`config.mk`:
```
export PLATFORM = sky130hd
export DESIGN_NAME = text_line_ctrl
export DESIGN_NICKNAME = d
export VERILOG_FILES = /design/src/rtl/pong_text_pkg.sv /design/src/rtl/blink_timer.sv /design/src/rtl/text_line_ctrl.sv
export SDC_FILE = /design/constraint.sdc
export NUM_CORES = 1
export LEC_CHECK = 0
export CORE_MARGIN = 2
export CORE_UTILIZATION = 25
export DETAILED_ROUTE_END_ITERATION = 12
export SLEW_MARGIN = 20
export SYNTH_ARGS = -nofsm -noshare
export SYNTH_HDL_FRONTEND = slang
export SYNTH_SLANG_ARGS = --single-unit
```
`constraint.sdc`:
```
create_clock -name clk_0 -period 2.55 [get_ports clk_0]
set_input_delay 0.51 -clock clk_0 [delete_from_list [all_inputs] [get_ports clk_0]]
set_output_delay 0.51 -clock clk_0 [all_outputs]
set_load 0.05 [all_outputs]
```
`src/rtl/pong_text_pkg.sv`:
```
// Shared types and constants for the text line controller and its blink timer.
package pong_text_pkg;

  localparam logic [6:0] ASCII_SPACE = 7'h20;
  localparam int         GLYPH_W     = 8;

  typedef enum logic {
    IDLE  = 1'b0,
    CLEAR = 1'b1
  } text_fsm_t;

  typedef enum logic {
    VISIBLE = 1'b0,
    HIDDEN  = 1'b1
  } blink_phase_t;

endpackage

```
`src/rtl/blink_timer.sv`:
```
// Frame-based blink timer for the text line.
// Compiled only when TEXT_BLINK_EN is defined; the line controller instantiates
// it under the same macro.
// The phase output is the value the phase register takes at the coming edge,
// so a toggle shows up on the same edge that registers the final frame pulse.
`ifdef TEXT_BLINK_EN
module blink_timer
  import pong_text_pkg::*;
#(
  parameter int BLINK_FRAMES = 30
) (
  input  logic         clk_0,
  input  logic         rst,
  input  logic         frame_start,
  input  logic         blink_en,
  output blink_phase_t phase
);

  localparam int            CW   = (BLINK_FRAMES > 1) ? $clog2(BLINK_FRAMES) : 1;
  localparam logic [CW-1:0] LAST = CW'(BLINK_FRAMES - 1);

  logic [CW-1:0] cnt_q, cnt_d;
  blink_phase_t  phase_q, phase_d;

  // Count frame pulses while enabled; wrap and toggle the phase on the last one.
  always_comb begin
    // NOTE: every combinational output gets a default first, so no path can
    // leave it unassigned and infer a latch.
    cnt_d   = cnt_q;
    phase_d = phase_q;
    if (!blink_en) begin
      cnt_d   = '0;
      phase_d = VISIBLE;
    end else if (frame_start) begin
      if (cnt_q == LAST) begin
        cnt_d   = '0;
        phase_d = (phase_q == VISIBLE) ? HIDDEN : VISIBLE;
      end else begin
        cnt_d = cnt_q + CW'(1);
      end
    end
  end

  // Counter and phase registers.
  always_ff @(posedge clk_0 or posedge rst) begin
    if (rst) begin
      cnt_q   <= '0;
      phase_q <= VISIBLE;
    end else begin
      cnt_q   <= cnt_d;
      phase_q <= phase_d;
    end
  end

  assign phase = phase_d;

endmodule
`endif

```
`src/rtl/text_line_ctrl.sv`:
```
// Text line controller: owns an NUM_CHARS-cell character buffer, accepts
// writes over a valid/ready port, performs a clear sweep, and drives one glyph
// renderer with a one-pixel lookahead so the renderer sees the right cell.
// Optional blinking of the whole line is compiled in with TEXT_BLINK_EN.
module text_line_ctrl
  import pong_text_pkg::*;
#(
  parameter  int SCALE        = 4,
  parameter  int NUM_CHARS    = 8,
  parameter  int X0           = 192,
  parameter  int Y0           = 32,
  parameter  int BLINK_FRAMES = 30,
  localparam int IW           = $clog2(NUM_CHARS)
) (
  input  logic          clk_0,
  input  logic          rst,
  input  logic [9:0]    pixel_x,
  input  logic [9:0]    pixel_y,
  input  logic          frame_start,
  input  logic          wr_valid,
  output logic          wr_ready,
  input  logic [IW-1:0] wr_idx,
  input  logic [6:0]    wr_char,
  input  logic          clear,
  input  logic          blink_en,
  output logic          busy,
  output logic [6:0]    char_code,
  output logic [9:0]    x_pos,
  output logic [9:0]    y_pos
);

  localparam int            CELL_W    = GLYPH_W * SCALE;
  localparam logic [9:0]    X0_V      = 10'(X0);
  localparam logic [10:0]   X_END_V   = 11'(X0 + NUM_CHARS * CELL_W);
  localparam logic [9:0]    CELL_W_V  = 10'(CELL_W);
  localparam logic [IW-1:0] LAST_SLOT = IW'(NUM_CHARS - 1);
  localparam logic [IW:0]   NUM_V     = (IW + 1)'(NUM_CHARS);

  text_fsm_t     state_q, state_d;
  logic [IW-1:0] clr_cnt_q, clr_cnt_d;
  logic          wr_ready_q, wr_ready_d;
  logic          wr_accept;
  logic [6:0]    char_buf_q [NUM_CHARS];
  logic [6:0]    char_buf_d [NUM_CHARS];
  logic [6:0]    char_code_q, char_code_d;
  logic [9:0]    x_pos_q, x_pos_d;
  logic [9:0]    nx;
  logic [9:0]    offset;
  logic [IW-1:0] slot;
  logic          in_region;
  logic          line_hidden;
  logic          unused_inputs;

  // ---------------------------------------------------------------------------
  // Blink phase (optional)
  // ---------------------------------------------------------------------------
`ifdef TEXT_BLINK_EN
  blink_phase_t phase;

  blink_timer #(
    .BLINK_FRAMES (BLINK_FRAMES)
  ) u_blink_timer (
    .clk_0       (clk_0),
    .rst         (rst),
    .frame_start (frame_start),
    .blink_en    (blink_en),
    .phase       (phase)
  );

  assign line_hidden   = (phase == HIDDEN);
  assign unused_inputs = ^pixel_y;
`else
  assign line_hidden   = 1'b0;
  assign unused_inputs = ^{pixel_y, frame_start, blink_en};
`endif

  // ---------------------------------------------------------------------------
  // Control FSM: idle/write acceptance and the clear sweep
  // ---------------------------------------------------------------------------

  // Next state, sweep counter and write acceptance; a clear beats a same-cycle write.
  always_comb begin
    state_d   = state_q;
    clr_cnt_d = clr_cnt_q;
    wr_accept = 1'b0;
    case (state_q)
      IDLE: begin
        if (clear) begin
          state_d   = CLEAR;
          clr_cnt_d = '0;
        end else if (wr_valid && wr_ready_q) begin
          wr_accept = 1'b1;
        end
      end
      CLEAR: begin
        if (clr_cnt_q == LAST_SLOT) begin
          state_d = IDLE;
        end else begin
          clr_cnt_d = clr_cnt_q + IW'(1);
        end
      end
      default: state_d = IDLE;
    endcase
    // Registered so that it stays low during reset and rises one clock after.
    wr_ready_d = (state_d == IDLE);
  end

  // FSM state, sweep counter and ready register.
  always_ff @(posedge clk_0 or posedge rst) begin
    // NOTE: sequential state uses non-blocking assignments so every flop
    // samples pre-edge values regardless of block ordering.
    if (rst) begin
      state_q    <= IDLE;
      clr_cnt_q  <= '0;
      wr_ready_q <= 1'b0;
    end else begin
      state_q    <= state_d;
      clr_cnt_q  <= clr_cnt_d;
      wr_ready_q <= wr_ready_d;
    end
  end

  assign wr_ready = wr_ready_q;
  assign busy     = (state_q == CLEAR);

  // ---------------------------------------------------------------------------
  // Character buffer
  // ---------------------------------------------------------------------------

  // Sweep writes one space per cycle; accepted writes to out-of-range cells are dropped.
  always_comb begin
    char_buf_d = char_buf_q;
    if (state_q == CLEAR) begin
      char_buf_d[clr_cnt_q] = ASCII_SPACE;
    end else if (wr_accept && ({1'b0, wr_idx} < NUM_V)) begin
      char_buf_d[wr_idx] = wr_char;
    end
  end

  // Buffer registers.
  always_ff @(posedge clk_0 or posedge rst) begin
    // NOTE: this small buffer is flop-based and must read as all spaces the
    // moment reset asserts (even mid-sweep), so every cell is reset here; a
    // RAM-style array would normally be left without reset.
    if (rst) begin
      for (int i = 0; i < NUM_CHARS; i++) begin
        char_buf_q[i] <= ASCII_SPACE;
      end
    end else begin
      char_buf_q <= char_buf_d;
    end
  end

  // ---------------------------------------------------------------------------
  // Renderer drive with one-pixel lookahead
  // ---------------------------------------------------------------------------

  assign nx        = pixel_x + 10'd1;
  assign in_region = (nx >= X0_V) && ({1'b0, nx} < X_END_V);
  assign offset    = nx - X0_V;
  assign slot      = IW'(offset / CELL_W_V);

  // Select the cell holding the next pixel; outside the line, show a space at X0.
  always_comb begin
    char_code_d = ASCII_SPACE;
    x_pos_d     = X0_V;
    if (in_region) begin
      char_code_d = char_buf_q[slot];
      x_pos_d     = nx - (offset % CELL_W_V);
    end
    if (line_hidden) begin
      char_code_d = ASCII_SPACE;
    end
  end

  // Registered renderer drive.
  always_ff @(posedge clk_0 or posedge rst) begin
    if (rst) begin
      char_code_q <= ASCII_SPACE;
      x_pos_q     <= X0_V;
    end else begin
      char_code_q <= char_code_d;
      x_pos_q     <= x_pos_d;
    end
  end

  assign char_code = char_code_q;
  assign x_pos     = x_pos_q;
  assign y_pos     = 10'(Y0);

endmodule

```
==> flow_summary.toml, run 1 <==
[timing]
min_period_over_period_pct = 88.82
max_clock_freq_ghz = 0.4415
tightest_slew_ns = 0.7317
final-max-slew-violation-count = 0
rsz0062_at_grt = "no"
hold_ws_ns = 0.4871
setup_viol = 0
max_slew_margin_pct = 50.87
finalHoldViolations = 0
clock-skew-final_ns = 0.006024
post-route-min-period_ns = 2.265

[route]
drtIter0Drc = 448
routedWlPerCell_um = 18.05
ant_nets = 0
drt-total-wl_um = 12280
viasPerCell = 5.199
drc_errors = 0
vias = 3535
dr.pass1.iters = 7

[yosys]
synth_compound_area_share_pct = 25.32
yosysTopAreaCell = "dfrtp_1"
synth.avg_cell_area_um2 = 10.56
synth_edf_count = 0
synth_area_leaders = "dfrtp_1, a22o_1, dfstp_2"
syn-cell-area_um2 = 4140
synthMuxAreaShare_pct = 4.473
synth_top_family_by_area = "compound AO/OA/AOI/OAI gates"
synth.yosys.seq_area_share_pct = 44.45
yosysTopAreaCellShare_pct = 37.47
synth.ff_latch_count = 73
synthSimpleGateAreaFrac_pct = 15.47
async_flop_share_pct = 100.0
syn-instance-count = 392
synthFlopType = "dfrtp_1"
ys_types = 63
synth_fa_ha_area_share_pct = 0.6044
yosysWarnings = 0
synth_xor_area_share_pct = 0.6346

[setup_path]
cp.required_ns = 2.75
slowest_stage = "clkdlybuf4s50_1"
startpoint_type = "primary input"
worst-setup-path-type = "primary input to flop"
cp-end-kind = "flop"
critPathMaxFanout = 11
arrival_ns = 2.46
critPathBufInv = 1
rr_endpoint = "char_buf_q[44]"
regToRegSetupSlack_ns = 0.83
crit_chain = "clkdlybuf4s50_1 -> and2_1 -> nand2_2 -> a21oi_1 -> nand3_1 -> a2111oi_2"
cpLargestDelayFamily = "simple AND/OR/NAND/NOR gates"
ff2ff_path_depth = 5
r2r-start = "wr_ready"
crit_path_max_incr_delay_ns = 0.48

[power]
peakVddDrop_mv = 0.5453
power.leakage_nw = 2.241
power_density_nw_per_um2 = 701.6
power_mw = 3.668

[min_path]
min_from = "char_buf_q[54]"
min_to = "char_buf_q[54]"
holdPathStages = 2
hold_path_class = "flop to flop"

[clocking]
h-tree-depth = 3
cts-resized-gates = 0
cts.sinks = 73
clk_latency_ns = 0.34
cts_made_buffers = 9
cts_hold_buf = 0
cts_setup_buffers = 0
clk_pin_slew_ns = 0.06
clockBufferDepth = 2
cts_tree = "built"
cts_root_buffer = "clkbuf_16"

[floorplan]
start_util_pct = 25.23
boundaryPins = 65
die_h_um = 132.7
die_w_um = 132.7
dieArea_um2 = 17610
rows = 47
core-area_um2 = 16410

[global_routing]
grt_pass1_vias = 3395
antenna_found_initial = 0
track_usage_pct = 14.23
grt_overflow = 0
grt_pass1_wl_um = 19510
grt_max_degree = 30

[place]
io_buffers = 37
place.gp.congestion = 0.9093
dp_hpwl_um = 8861

[final_layout]
antenna_cells = 0
syn2layout_area_growth_pct = 26.26
layout-drive-gt1-share_pct = 22.61
finish.net_count = 493

[outcome]
status = "complete, no violations"

[run]
max-cap-violations = 0
-- cells in the mapped netlist, types with 4 or more instances --
master and number:
dfrtp_1 62, a22o_1 52, nand2_1 22, buf_4 18, inv_1 18, a21oi_1 17, nor2_1 16, dfstp_2 11
nand2b_1 11, nand3_1 10, nor3_1 10, buf_2 9, nor4_1 9, o22ai_1 9, nor2b_1 8, mux2i_1 7
o21ai_0 7, clkdlybuf4s25_2 6, a31o_2 5, mux2_2 5, o31ai_1 5, a2111oi_2 4, a311oi_1 4, nor2_4 4
-- cell type report --
type,instances,area [um2]
Clock buffer,9,225.2
Clock inverter,7,77.57
Fill cell,1648,11180
Inverter,18,67.56
Multi-Input combinational cell,273,1986
Sequential cell,73,1841
Tap cell,220,275.3
Timing Repair Buffer,80,755.7
-- tightest hold or removal path: cells and delay by family, from the launching register on --
| kind | cells | cell delay, ns |
|---|---|---|
| compound gates | 1 | 0.05 |
| buf+inv | 1 | 0.05 |
| flops | 1 | 0.38 |
-- cell usage in the layout (no fill, tap or decap), types with 5 or more instances in the layout --
| cell type | netlist | routed |
|---|---|---|
| clkbuf_16 | 0 | 9 |
| o22ai_1 | 9 | 9 |
| clkdlybuf4s50_1 | 0 | 37 |
| nor2_1 | 16 | 16 |
| a22o_1 | 52 | 52 |
| buf_4 | 18 | 38 |
| buf_12 | 0 | 5 |
| nand2_1 | 22 | 22 |
| nor4_1 | 9 | 9 |
| nor2b_1 | 8 | 8 |
| o21ai_0 | 7 | 7 |
| nand3_1 | 10 | 10 |
| nor3_1 | 10 | 10 |
| mux2_2 | 5 | 5 |
| conb_1 | 2 | 16 |
| dfrtp_1 | 62 | 62 |
| mux2i_1 | 7 | 7 |
| a21oi_1 | 17 | 17 |
| inv_1 | 18 | 17 |
| nand2b_1 | 11 | 11 |
| dfstp_2 | 11 | 11 |
| o31ai_1 | 5 | 5 |
| a31o_2 | 5 | 5 |
-- report_power, final --
part | leakage [nW] | switching [mW] | internal, mW | total, mW
Sequential | 0.965 | 0.102 | 1.25 | 1.35
Combinational | 1.13 | 0.628 | 0.380 | 1.01
Clock | 0.146 | 0.541 | 0.766 | 1.31
-- worst max path at each step --
stage                   end  cells past startpoint  slack (ns)  startpoint
2_1_floorplan          busy                      1        0.20         rst
3_3_place_gp   char_code[2]                      6        0.02  pixel_x[0]
3_5_place_dp   char_code[2]                      6       -0.03  pixel_x[0]
4_1_cts        char_code[2]                      6        0.32  pixel_x[0]
5_1_grt        char_code[2]                      7        0.12  pixel_x[0]
6_report       char_code[2]                      6        0.28  pixel_x[1]
-- kinds of logic after synthesis --
logic type	Yosys count
other	2
adders and majority gates	2
xor gates and xnor gates	3
AOI/OAI and AO/OA	130
DFF	73
buffers and inverters	60
muxes	15
and+or+nand+nor	107
-- flip-flops by register name, indices dropped and copies added (netlist names) --
register	flops
char_buf_q	56
char_code	7
x_pos	5
clr_cnt_q	3
busy	1
wr_ready	1
-- stage by stage --
stage	setup TNS [ns]	cells	worst slack [ns]	util (%)	cell area, um2
detailed placement	-0.02503	664	-0.02503	30.02	4925
CTS	0	680	0.3186	31.86	5228
global route	0	680	0.1215	31.86	5228
finish	0	680	0.2850	31.86	5228
floorplan	0	406	0.2049	-	4193
global placement	0	664	0.02023	30.02	4925
-- metal layers --
| layer | share of wire (%) | global-route usage [%] | vias to the layer above | wire, um |
|---|---|---|---|---|
| met4 | 2.2 | 5.615 | 0 | 270 |
| li1 | - | - | 1582 | - |
| met3 | 6.0 | 2.644 | 21 | 735 |
| met5 | 0 | 0 | - | 0 |
| met2 | 47 | 21.99 | 152 | 5728 |
| met1 | 45 | 19.70 | 1780 | 5541 |
(Power assumes the default switching activity.)
==> run 2: changes to the inputs <==
--- a/config.mk
+++ b/config.mk
@@ -7,6 +7,7 @@
 export LEC_CHECK = 0
 export CORE_MARGIN = 2
 export CORE_UTILIZATION = 25
+export CTS_CLUSTER_SIZE = 14
 export DETAILED_ROUTE_END_ITERATION = 12
 export SLEW_MARGIN = 20
 export SYNTH_ARGS = -nofsm -noshare
==> constraint.sdc (replaced) <==
create_clock -name clk_0 -period 2.55 [get_ports clk_0]
set_input_delay 0.51 -clock clk_0 [delete_from_list [all_inputs] [get_ports clk_0]]
set_output_delay 0.51 -clock clk_0 [all_outputs]
set_load 0.1 [all_outputs]
==> run 2 against run 1 <==
First-iteration DRC count down 11%. Worst setup slack gained 0.059 ns. Die area stayed put. Highest routed layer unchanged. Critical path type unchanged. Register-to-register slack hardly changed. Clock skew up 0.0015 ns. Routed wire length fell by 1.5%. Worst hold slack worse by 0.0045 ns. Non-clock buffer count up 1. Combinational power grew 13%. Final area is 0.50% lower.
==> flow_summary.toml, run 2 (synthesis results as in run 1) <==
[clocking]
clk_pin_slew_ns = 0.06
cts.sinks = 73
cts_made_buffers = 9
cts_tree = "built"
clk_latency_ns = 0.35
h-tree-depth = 3
cts_root_buffer = "clkbuf_16"
clockBufferDepth = 2
cts_setup_buffers = 0
cts_hold_buf = 0
cts-resized-gates = 0

[timing]
max_clock_freq_ghz = 0.4533
setup_viol = 0
finalHoldViolations = 0
worst_slack_ns = 0.3437
tightest_slew_ns = 0.7476
min_period_over_period_pct = 86.52
rsz0062_at_grt = "no"
clock-skew-final_ns = 0.007573
post-route-min-period_ns = 2.206
hold_ws_ns = 0.4826
final-max-slew-violation-count = 0
max_slew_margin_pct = 49.80
finalSetupTns_ns = 0

[final_layout]
mostFrequentLayoutCell = "dfrtp_1"
finish.net_count = 494
final_cell_mix = "dfrtp_1, buf_4, a22o_1"
syn2layout_area_growth_pct = 25.63
largest_reg_flops = 56
antenna_cells = 0
final_area_um2 = 5201
layout-drive-gt1-share_pct = 25.81
largest-register = "char_buf_q"

[global_routing]
grt_pass1_wl_um = 19410
antenna_found_initial = 0
grt_max_degree = 30
track_usage_pct = 14.24
grt_pass1_vias = 3501
grt_overflow = 0

[route]
drc_errors = 0
viasPerCell = 5.122
dr.pass1.iters = 7
vias = 3488
ant_nets = 0
routedWlPerCell_um = 17.76
drtIter0Drc = 400
drt-total-wl_um = 12090

[setup_path]
critPathMaxFanout = 10
worst-setup-path-type = "primary input to flop"
cp-end-kind = "flop"
cp.required_ns = 2.76
startpoint_type = "primary input"
arrival_ns = 2.42

[floorplan]
dieArea_um2 = 17610
rows = 47
boundaryPins = 65
core-area_um2 = 16410
die_w_um = 132.7
start_util_pct = 25.23
die_h_um = 132.7

[place]
preCtsSetupSlack_ns = 0.009687
io_buffers = 37
placed_area_um2 = 4885
place.gp.congestion = 0.9005
dp_hpwl_um = 8913

[outcome]
status = "complete, no violations"

[min_path]
hold_path_class = "primary input to async pin"

[power]
power.leakage_nw = 2.264
power_mw = 3.805
peakVddDrop_mv = 0.6592
power_density_nw_per_um2 = 731.5

[run]
max-cap-violations = 0
-- run 2: through the flow --
stage	instances	utilization, %
5_1_grt	681	31.70
2_1_floorplan	406	-
6_report	681	31.70
3_5_place_dp	665	29.77
3_3_place_gp	665	29.77
4_1_cts	681	31.70
-- run 2: layer usage --
layer | GRT usage (%) | part of all wire, %
met2 | 21.42 | 47
met4 | 5.735 | 2.0
met1 | 19.22 | 44
met5 | 0 | 0
met3 | 4.176 | 7.1
-- run 2: worst paths after layout --
check,from,endpoint,slack [ns],cells after the start
max,pixel_x[4],char_code[1],0.34,7
min,rst,char_buf_q[48],0.48,2
max reg2reg,wr_ready,char_buf_q[43],0.83,5
min reg2reg,char_buf_q[47],char_buf_q[47],0.48,2
max in group asynchronous,rst,x_pos[7],1.45,3
min in group clk_0,char_buf_q[47],char_buf_q[47],0.48,2
-- run 2: layout make-up --
type                            instances  area [um2]
Tap cell                              220       275.3
Sequential cell                        73        1841
Clock inverter                          4       50.05
Clock buffer                           12       266.5
Inverter                               18       67.56
Multi-Input combinational cell        273        1986
Fill cell                            1648       11210
Timing Repair Buffer                   81       715.7
-- run 2: critical path, stage by stage --
cell             delay, ns
clkdlybuf4s50_1       0.43
nand3_2               0.10
nor2_1                0.05
buf_4                 0.17
xnor2_1               0.61
o31ai_1               0.16
a2111oi_2             0.38
-- run 2: where the power goes --
part           switching, mW  leakage [nW]  total [mW]  internal, mW
Combinational          0.768          1.15        1.14         0.371
Clock                  0.481         0.151        1.32         0.835
Sequential            0.0979         0.965        1.35          1.25
